[src/rtl/mem_arbiter_pkg.sv]
// ---------------------------------------------------------------------------
// mem_arbiter_pkg
// Shared types and constants for the IF/MEM byte-RAM arbiter.
//   - state_e     : arbiter FSM states
//   - Len*        : mem_len encodings (3 is treated as a word)
//   - len_to_n()  : mem_len -> byte count N (1/2/4)
// ---------------------------------------------------------------------------
package mem_arbiter_pkg;

    localparam int unsigned InstAddrBus = 32;

    localparam logic True  = 1'b1;
    localparam logic False = 1'b0;

    localparam logic [1:0] LenByte    = 2'd0;
    localparam logic [1:0] LenHalf    = 2'd1;
    localparam logic [1:0] LenWord    = 2'd2;
    localparam logic [1:0] LenWordAlt = 2'd3;

    typedef enum logic [1:0] {
        StIdle,
        StIfRd,
        StMemRd,
        StMemWr
    } state_e;

    function automatic logic [2:0] len_to_n(input logic [1:0] len);
        case (len)
            LenByte: return 3'd1;
            LenHalf: return 3'd2;
            default: return 3'd4;
        endcase
    endfunction

endpackage

[src/rtl/mem_arbiter_if.sv]
// ---------------------------------------------------------------------------
// mem_arbiter_if
// Bundles the IF request port, the MEM request port and the byte RAM port.
//   slave  : arbiter view (requests and ram_din in; done/data/ram_* out)
//   master : requester + RAM view (the opposite directions)
// ---------------------------------------------------------------------------
interface mem_arbiter_if #(
    parameter int unsigned ADDR_W = mem_arbiter_pkg::InstAddrBus
);
    logic              branch_interception;
    logic              if_req;
    logic [ADDR_W-1:0] if_addr;
    logic              if_done;
    logic [31:0]       if_data;
    logic              mem_req;
    logic              mem_we;
    logic [1:0]        mem_len;
    logic [ADDR_W-1:0] mem_addr;
    logic [31:0]       mem_wdata;
    logic              mem_done;
    logic [31:0]       mem_rdata;
    logic [ADDR_W-1:0] ram_a;
    logic              ram_wr;
    logic [7:0]        ram_dout;
    logic [7:0]        ram_din;

    modport slave (
        input  branch_interception, if_req, if_addr,
        input  mem_req, mem_we, mem_len, mem_addr, mem_wdata,
        input  ram_din,
        output if_done, if_data, mem_done, mem_rdata,
        output ram_a, ram_wr, ram_dout
    );

    modport master (
        output branch_interception, if_req, if_addr,
        output mem_req, mem_we, mem_len, mem_addr, mem_wdata,
        output ram_din,
        input  if_done, if_data, mem_done, mem_rdata,
        input  ram_a, ram_wr, ram_dout
    );
endinterface

[src/rtl/mem_arbiter_byte_seq.sv]
// ---------------------------------------------------------------------------
// mem_arbiter_byte_seq
// Byte counter, serialiser and little-endian assembler for one access.
//   clk, rst     : clock, synchronous active-high reset
//   i_load       : start a new access (latches base/len/wdata, cnt=0)
//   i_run        : access in progress, advance cnt every edge
//   i_base       : byte base address
//   i_len_n      : byte count N (1/2/4)
//   i_wdata      : store data, byte 0 = bits 7:0
//   i_ram_din    : RAM read byte (for address presented last cycle)
//   o_addr       : base + cnt (wraps modulo 2^ADDR_W)
//   o_wbyte      : store byte cnt
//   o_in_range   : cnt < N
//   o_rd_last    : cnt == N (last read byte arrives this cycle)
//   o_wr_last    : cnt == N-1 (last store byte on the bus this cycle)
//   o_word       : assembled word including this cycle's ram_din
// ---------------------------------------------------------------------------
module mem_arbiter_byte_seq #(
    parameter int unsigned ADDR_W = 32
) (
    input  logic              clk,
    input  logic              rst,
    input  logic              i_load,
    input  logic              i_run,
    input  logic [ADDR_W-1:0] i_base,
    input  logic [2:0]        i_len_n,
    input  logic [31:0]       i_wdata,
    input  logic [7:0]        i_ram_din,
    output logic [ADDR_W-1:0] o_addr,
    output logic [7:0]        o_wbyte,
    output logic              o_in_range,
    output logic              o_rd_last,
    output logic              o_wr_last,
    output logic [31:0]       o_word
);
    logic [2:0]        r_cnt;
    logic [ADDR_W-1:0] r_base;
    logic [2:0]        r_len_n;
    logic [31:0]       r_wdata;
    logic [31:0]       r_asm;
    logic [2:0]        w_prev;

    assign w_prev     = r_cnt - 3'd1;
    assign o_addr     = r_base + ADDR_W'(r_cnt);
    assign o_wbyte    = r_wdata[{r_cnt[1:0], 3'b000} +: 8];
    assign o_in_range = (r_cnt < r_len_n);
    assign o_rd_last  = (r_cnt == r_len_n);
    assign o_wr_last  = (r_cnt == (r_len_n - 3'd1));

    // RAM data lags the address by one cycle, so at cnt the byte on
    // ram_din belongs to offset cnt-1.
    always_comb begin
        o_word = r_asm;
        if (r_cnt != 3'd0) begin
            o_word[{w_prev[1:0], 3'b000} +: 8] = i_ram_din;
        end
    end

    always_ff @(posedge clk) begin
        if (rst) begin
            r_cnt   <= 3'd0;
            r_base  <= '0;
            r_len_n <= 3'd0;
            r_wdata <= 32'd0;
            r_asm   <= 32'd0;
        end else if (i_load) begin
            r_cnt   <= 3'd0;
            r_base  <= i_base;
            r_len_n <= i_len_n;
            r_wdata <= i_wdata;
            r_asm   <= 32'd0;
        end else if (i_run) begin
            r_cnt <= r_cnt + 3'd1;
            r_asm <= o_word;
        end
    end

endmodule

[src/rtl/mem_arbiter.sv]
// ---------------------------------------------------------------------------
// mem_arbiter
// Shares one byte-wide RAM port between instruction fetch and load/store.
// Multi-byte requests are serialised into ascending byte accesses; read
// data is assembled little-endian and returned with a one-cycle done pulse.
//   clk, rst : clock, synchronous active-high reset
//   bus      : mem_arbiter_if.slave
//              IF  : if_req/if_addr in, if_done/if_data out,
//                    branch_interception cancels/refuses fetches
//              MEM : mem_req/we/len/addr/wdata in, mem_done/mem_rdata out
//              RAM : ram_a/ram_wr/ram_dout out, ram_din in (1-cycle latency)
// ---------------------------------------------------------------------------
module mem_arbiter
    import mem_arbiter_pkg::*;
#(
    parameter int unsigned ADDR_W = InstAddrBus
) (
    input  logic          clk,
    input  logic          rst,
    mem_arbiter_if.slave  bus
);
    state_e            r_state;
    state_e            w_state_d;
    logic              r_if_done;
    logic              r_mem_done;
    logic [31:0]       r_if_data;
    logic [31:0]       r_mem_rdata;

    logic              w_load_if;
    logic              w_load_mem;
    logic              w_if_fin;
    logic              w_mem_fin;
    logic [ADDR_W-1:0] w_base;
    logic [2:0]        w_len_n;
    logic [ADDR_W-1:0] w_addr;
    logic [7:0]        w_wbyte;
    logic              w_in_range;
    logic              w_rd_last;
    logic              w_wr_last;
    logic [31:0]       w_word;
    logic [ADDR_W-1:0] w_ram_a;
    logic              w_ram_wr;
    logic [7:0]        w_ram_dout;

    assign w_base  = w_load_mem ? bus.mem_addr : bus.if_addr;
    assign w_len_n = w_load_mem ? len_to_n(bus.mem_len) : 3'd4;

    mem_arbiter_byte_seq #(
        .ADDR_W (ADDR_W)
    ) u_byte_seq (
        .clk        (clk),
        .rst        (rst),
        .i_load     (w_load_if | w_load_mem),
        .i_run      (r_state != StIdle),
        .i_base     (w_base),
        .i_len_n    (w_len_n),
        .i_wdata    (bus.mem_wdata),
        .i_ram_din  (bus.ram_din),
        .o_addr     (w_addr),
        .o_wbyte    (w_wbyte),
        .o_in_range (w_in_range),
        .o_rd_last  (w_rd_last),
        .o_wr_last  (w_wr_last),
        .o_word     (w_word)
    );

    // Next state. A port whose done is high this cycle is masked so the
    // still-asserted request is not taken as a new one.
    always_comb begin
        w_state_d  = r_state;
        w_load_if  = False;
        w_load_mem = False;
        w_if_fin   = False;
        w_mem_fin  = False;
        unique case (r_state)
            StIdle: begin
                if (bus.mem_req && !r_mem_done) begin
                    w_load_mem = True;
                    w_state_d  = bus.mem_we ? StMemWr : StMemRd;
                end else if (bus.if_req && !r_if_done && !bus.branch_interception) begin
                    w_load_if = True;
                    w_state_d = StIfRd;
                end
            end
            StIfRd: begin
                // Flush wins over completion: the fetched word is dropped.
                if (bus.branch_interception) begin
                    w_state_d = StIdle;
                end else if (w_rd_last) begin
                    w_state_d = StIdle;
                    w_if_fin  = True;
                end
            end
            StMemRd: begin
                if (w_rd_last) begin
                    w_state_d = StIdle;
                    w_mem_fin = True;
                end
            end
            StMemWr: begin
                if (w_wr_last) begin
                    w_state_d = StIdle;
                    w_mem_fin = True;
                end
            end
            default: w_state_d = StIdle;
        endcase
    end

    // RAM port is Moore: driven only from registered state.
    always_comb begin
        w_ram_a    = '0;
        w_ram_wr   = False;
        w_ram_dout = 8'd0;
        unique case (r_state)
            StIfRd, StMemRd: begin
                if (w_in_range) begin
                    w_ram_a = w_addr;
                end
            end
            StMemWr: begin
                w_ram_wr   = True;
                w_ram_a    = w_addr;
                w_ram_dout = w_wbyte;
            end
            default: ;
        endcase
    end

    always_ff @(posedge clk) begin
        if (rst) begin
            r_state     <= StIdle;
            r_if_done   <= False;
            r_mem_done  <= False;
            r_if_data   <= 32'd0;
            r_mem_rdata <= 32'd0;
        end else begin
            r_state    <= w_state_d;
            r_if_done  <= w_if_fin;
            r_mem_done <= w_mem_fin;
            if (w_load_if) begin
                r_if_data <= 32'd0;
            end else if (w_if_fin) begin
                r_if_data <= w_word;
            end
            if (w_load_mem) begin
                r_mem_rdata <= 32'd0;
            end else if (w_mem_fin && (r_state == StMemRd)) begin
                r_mem_rdata <= w_word;
            end
        end
    end

    assign bus.if_done   = r_if_done;
    assign bus.if_data   = r_if_data;
    assign bus.mem_done  = r_mem_done;
    assign bus.mem_rdata = r_mem_rdata;
    assign bus.ram_a     = w_ram_a;
    assign bus.ram_wr    = w_ram_wr;
    assign bus.ram_dout  = w_ram_dout;

endmodule

[src/flat_wrapper.sv]
// flat-port wrapper written by rule: the top's interface ports become plain ports
module mem_arbiter_flat import mem_arbiter_pkg::*;
#(
    parameter int unsigned ADDR_W = InstAddrBus
)
  (clk, rst, bus_branch_interception, bus_if_req, bus_if_addr, bus_mem_req, bus_mem_we, bus_mem_len, bus_mem_addr, bus_mem_wdata, bus_ram_din, bus_if_done, bus_if_data, bus_mem_done, bus_mem_rdata, bus_ram_a, bus_ram_wr, bus_ram_dout);
  mem_arbiter_if #(.ADDR_W(ADDR_W)) bus_i ();
  input  logic clk;
  input  logic rst;
  input wire logic [$bits(bus_i.branch_interception)-1:0] bus_branch_interception;
  input wire logic [$bits(bus_i.if_req)-1:0] bus_if_req;
  input wire logic [$bits(bus_i.if_addr)-1:0] bus_if_addr;
  input wire logic [$bits(bus_i.mem_req)-1:0] bus_mem_req;
  input wire logic [$bits(bus_i.mem_we)-1:0] bus_mem_we;
  input wire logic [$bits(bus_i.mem_len)-1:0] bus_mem_len;
  input wire logic [$bits(bus_i.mem_addr)-1:0] bus_mem_addr;
  input wire logic [$bits(bus_i.mem_wdata)-1:0] bus_mem_wdata;
  input wire logic [$bits(bus_i.ram_din)-1:0] bus_ram_din;
  output wire logic [$bits(bus_i.if_done)-1:0] bus_if_done;
  output wire logic [$bits(bus_i.if_data)-1:0] bus_if_data;
  output wire logic [$bits(bus_i.mem_done)-1:0] bus_mem_done;
  output wire logic [$bits(bus_i.mem_rdata)-1:0] bus_mem_rdata;
  output wire logic [$bits(bus_i.ram_a)-1:0] bus_ram_a;
  output wire logic [$bits(bus_i.ram_wr)-1:0] bus_ram_wr;
  output wire logic [$bits(bus_i.ram_dout)-1:0] bus_ram_dout;
  assign bus_i.branch_interception = bus_branch_interception;
  assign bus_i.if_req = bus_if_req;
  assign bus_i.if_addr = bus_if_addr;
  assign bus_i.mem_req = bus_mem_req;
  assign bus_i.mem_we = bus_mem_we;
  assign bus_i.mem_len = bus_mem_len;
  assign bus_i.mem_addr = bus_mem_addr;
  assign bus_i.mem_wdata = bus_mem_wdata;
  assign bus_i.ram_din = bus_ram_din;
  assign bus_if_done = bus_i.if_done;
  assign bus_if_data = bus_i.if_data;
  assign bus_mem_done = bus_i.mem_done;
  assign bus_mem_rdata = bus_i.mem_rdata;
  assign bus_ram_a = bus_i.ram_a;
  assign bus_ram_wr = bus_i.ram_wr;
  assign bus_ram_dout = bus_i.ram_dout;
  mem_arbiter #(.ADDR_W(ADDR_W)) u_core (.clk(clk), .rst(rst), .bus(bus_i));
endmodule
[config.mk]
export PLATFORM = sky130hd
export DESIGN_NAME = mem_arbiter_flat
export DESIGN_NICKNAME = d
export VERILOG_FILES = /design/src/rtl/mem_arbiter_pkg.sv /design/src/rtl/mem_arbiter_if.sv /design/src/rtl/mem_arbiter_byte_seq.sv /design/src/rtl/mem_arbiter.sv /design/src/flat_wrapper.sv
export SDC_FILE = /design/constraint.sdc
export NUM_CORES = 1
export LEC_CHECK = 0
export ABC_CLOCK_PERIOD_IN_PS = 3700
export CORE_MARGIN = 2
export CORE_UTILIZATION = 49
export CTS_CLUSTER_DIAMETER = 40
export DETAILED_ROUTE_END_ITERATION = 12
export MAX_ROUTING_LAYER = met4
export PLACE_DENSITY = 0.79
export SYNTH_ARGS = -nofsm -noshare
export SYNTH_HDL_FRONTEND = slang
export SYNTH_SLANG_ARGS = --single-unit
[constraint.sdc]
create_clock -name clk -period 3.7 [get_ports clk]
set_input_delay 0.555 -clock clk [delete_from_list [all_inputs] [get_ports clk]]
set_output_delay 0.555 -clock clk [all_outputs]
set_load 0.1 [all_outputs]
==> results.py <==
metrics = {
    "synth": {
        "ys.flop_type": "dfxtp_1",
        "ys_ff_latch": 170,
        "syn-cell-area_um2": 8180,
        "async_flop_share_pct": 0,
        "synth_nets": 1056,
        "syn_area_per_cell_um2": 8.84,
        "yosysWarnings": 0,
        "syn-instance-count": 925,
        "ys_seq_area_share_pct": 41.6,
        "synth_edf_count": 0,
        "synth.distinct_cells": 48,
    },
    "floorplanning": {
        "core_um2": 16500,
        "start_util_pct": 49.7,
        "design.die.area_um2": 17700,
        "fp.dieW_um": 133,
        "die_height_um": 133,
        "rows": 47,
        "io_pins": 219,
    },
    "pwr": {
        "pwr-share-clk_pct": 21.1,
        "comb_power_share_pct": 47.3,
        "power_mw": 8.26,
        "switching_power_mw": 3.77,
        "p_leak_nw": 4.19,
        "p_int_mw": 4.49,
        "powerDensity_nw_per_um2": 719,
        "power_frac_seq_pct": 31.6,
        "peakVddDrop_uv": 413,
        "switching_share_pct": 45.6,
    },
    "timing": {
        "grt_setup_unrepaired": "false",
        "min_period_over_period_pct": 93.6,
        "hold_viol_final": 0,
        "tightest_slew_ps": 1040,
        "slew_violations": 0,
        "setup_viol": 0,
        "fmax_mhz": 289,
        "fin_skew_ps": 10.5,
        "post-route-min-period_ps": 3460,
        "relSlewSlack_pct": 30.6,
    },
    "global_routing": {
        "grt_pass1_wl_um": 35900,
        "grt_max_degree": 73,
        "grt_overflow": 0,
        "antenna_found_initial": 0,
        "grt_usage_pct": 25.9,
        "grt_pass1_vias": 7270,
    },
    "status": {
        "status": "finished clean",
    },
    "min_path": {
        "holdCritPathClass": "register to register",
    },
    "worst_setup_path": {
        "cp.required_ps": 3140,
        "critPathBufInv": 3,
        "slowest_stage": "nor3_2",
        "crit_fanout": 14,
        "critPathKind": "register to primary output",
        "cp-start-kind": "register",
        "slowest_delay_ps": 400,
        "cp_cell_sequence": "ha_1 > inv_1 > fa_1 > nor2b_1 > buf_4 > o2111ai_2 > nor3_2 > mux2i_4 > buf_12",
        "cp-end-kind": "primary output",
        "crit_arrival_ps": 2910,
        "path_delay_family": "adder cells",
    },
    "detailed_routing": {
        "viasPerCell": 5.64,
        "wire_per_inst_um": 16.7,
        "wirelength_um": 22400,
        "drcViolationCount": 0,
        "drtPass1Iterations": 6,
        "vias": 7555,
        "ant_nets": 0,
        "drt_iter0_markers": 462,
    },
    "cts": {
        "h-tree-depth": 4,
        "cts-root-buf": "clkbuf_16",
        "clk_latency_ps": 430,
        "clockBufferDepth": 2,
        "cts.clk_slew.worst_paths_ps": 60,
        "cts_buffers": 17,
        "ctsHoldBuffers": 0,
        "clock_sinks": 170,
        "cts_tree": "done",
    },
    "placement": {
        "placed_area_um2": 10900,
        "place_congestion": 0.829,
        "portBuffers": 218,
        "hpwlAfterDp_um": 16000,
    },
    "finish": {
        "nFillCells": 1332,
        "synthToLayoutAreaGrowth_pct": 40.3,
        "layout-drive-gt1-share_pct": 14.2,
        "design_area_um2": 11500,
        "final_util_pct": 69.7,
        "antenna_cells": 0,
        "final_nets": 1237,
    },
    "flow_run": {
        "drv_cap": 0,
    },
}
[timing repair]
item                                    in CTS  in global routing
pin swaps                                    0                  0
endpoints found under the setup margin       3                  1
gates resized for setup                      3                  1
buffers inserted                             0                  0
[final timing paths]
path / start / end / slack (ps) / cells past startpoint
setup / recovery: u_core.u_byte_seq.r_base[0] / bus_ram_a[30] / 240 / 9
hold / removal: u_core.u_byte_seq.r_wdata[19] / u_core.u_byte_seq.r_wdata[19] / 450 / 2
setup reg to reg: u_core.u_byte_seq.r_cnt[0] / u_core.bus.mem_rdata[8] / 980 / 8
hold reg to reg: u_core.u_byte_seq.r_wdata[19] / u_core.u_byte_seq.r_wdata[19] / 450 / 2
[worst register-to-register path, cell delays in order, from the launching register on]
cell	delay, ps
dfxtp_1	330
buf_4	310
inv_1	170
ha_1	370
nand3b_1	220
o31ai_4	190
buf_4	620
nor2_1	190
a211oi_2	240
[per-stage QoR]
stage,setup TNS (ps),setup slack [ps],cells,hold WS (ps)
global route,0,61.4,1339,472
floorplan,-4500,-496,925,429
finish,0,237,1339,449
CTS,0,129,1339,453
global placement,0,402,1307,436
detailed placement,0,355,1307,443
[registers in the layout (all words and copies together), names as in the netlist, 2 cells and up]
name                       cells
u_core.u_byte_seq.r_asm       32
u_core.bus.if_data            32
u_core.u_byte_seq.r_base      32
u_core.u_byte_seq.r_len_n      3
u_core.r_state                 2
u_core.bus.mem_rdata          32
u_core.u_byte_seq.r_wdata     32
u_core.u_byte_seq.r_cnt        3
[cell usage in the layout, fill, tap and decap left out, types with 11 or more instances in the layout]
| cell type | instances |
|---|---|
| buf_12 | 34 |
| a21oi_1 | 50 |
| clkbuf_16 | 17 |
| a211oi_1 | 100 |
| buf_4 | 25 |
| or4_1 | 11 |
| a211oi_2 | 28 |
| inv_1 | 13 |
| o31ai_1 | 12 |
| dfxtp_1 | 170 |
| clkdlybuf4s50_1 | 176 |
| nand2b_1 | 15 |
| mux2i_1 | 49 |
| nand3_1 | 15 |
| nor2_1 | 148 |
| nand2_1 | 78 |
| ha_1 | 18 |
[power groups by stage]
stage	registers, mW	clock network (mW)	logic, mW
CTS	2.60	1.77	3.92
floorplan	3.52	0	2.05
global route	2.66	1.86	4.20
detailed placement	2.63	0	3.90
global placement	2.61	0	3.83
finish	2.61	1.74	3.91
[metal layers]
layer,global-route usage [%],vias up,part of all wire (%)
met5,-,-,0
met4,11.3,0,3.3
met3,5.44,46,5.5
met2,41.6,237,48
met1,31.8,3566,43
li1,-,3706,-
[cells by family (layout without fill, tap and decap cells)]
logic type      count (synthesis)  after routing  synth area share, %
xor+xnor                       11             11                 1.36
compound gates                233            233                 21.4
buf+inv                        88            282                 4.60
mux                            62             62                 8.81
simple gates                  342            342                 19.2
flops                         170            170                 41.6
fa+ha+maj                      19             19                 3.00
[synthesized netlist by cell type, types with 9 or more instances]
cell | n | area share, %
o31ai_1 | 12 | 1.1
or4_1 | 11 | 1.0
buf_2 | 10 | 0.61
a211oi_2 | 28 | 4.3
clkbuf_1 | 51 | 2.3
nand2b_1 | 15 | 1.1
nor2_1 | 156 | 7.2
a21oi_1 | 57 | 3.5
ha_1 | 18 | 2.8
nand3_1 | 16 | 0.98
and2_1 | 10 | 0.76
nand2_1 | 79 | 3.6
inv_1 | 14 | 0.64
o21ai_0 | 9 | 0.55
a211oi_1 | 100 | 9.2
mux2i_1 | 54 | 6.6
dfxtp_1 | 170 | 42
[layout make-up]
cell class,count,area (µm²),area share [%]
multi-input cells,667,4540,39.5
flip-flops and latches,170,3400,29.6
repair buffers,236,2640,22.9
clock buffers,21,470,4.10
well taps,220,275,2.40
clock inverters,11,106,0.926
inverters,14,52.6,0.458
Note: power is estimated with default switching activity, not from simulation.
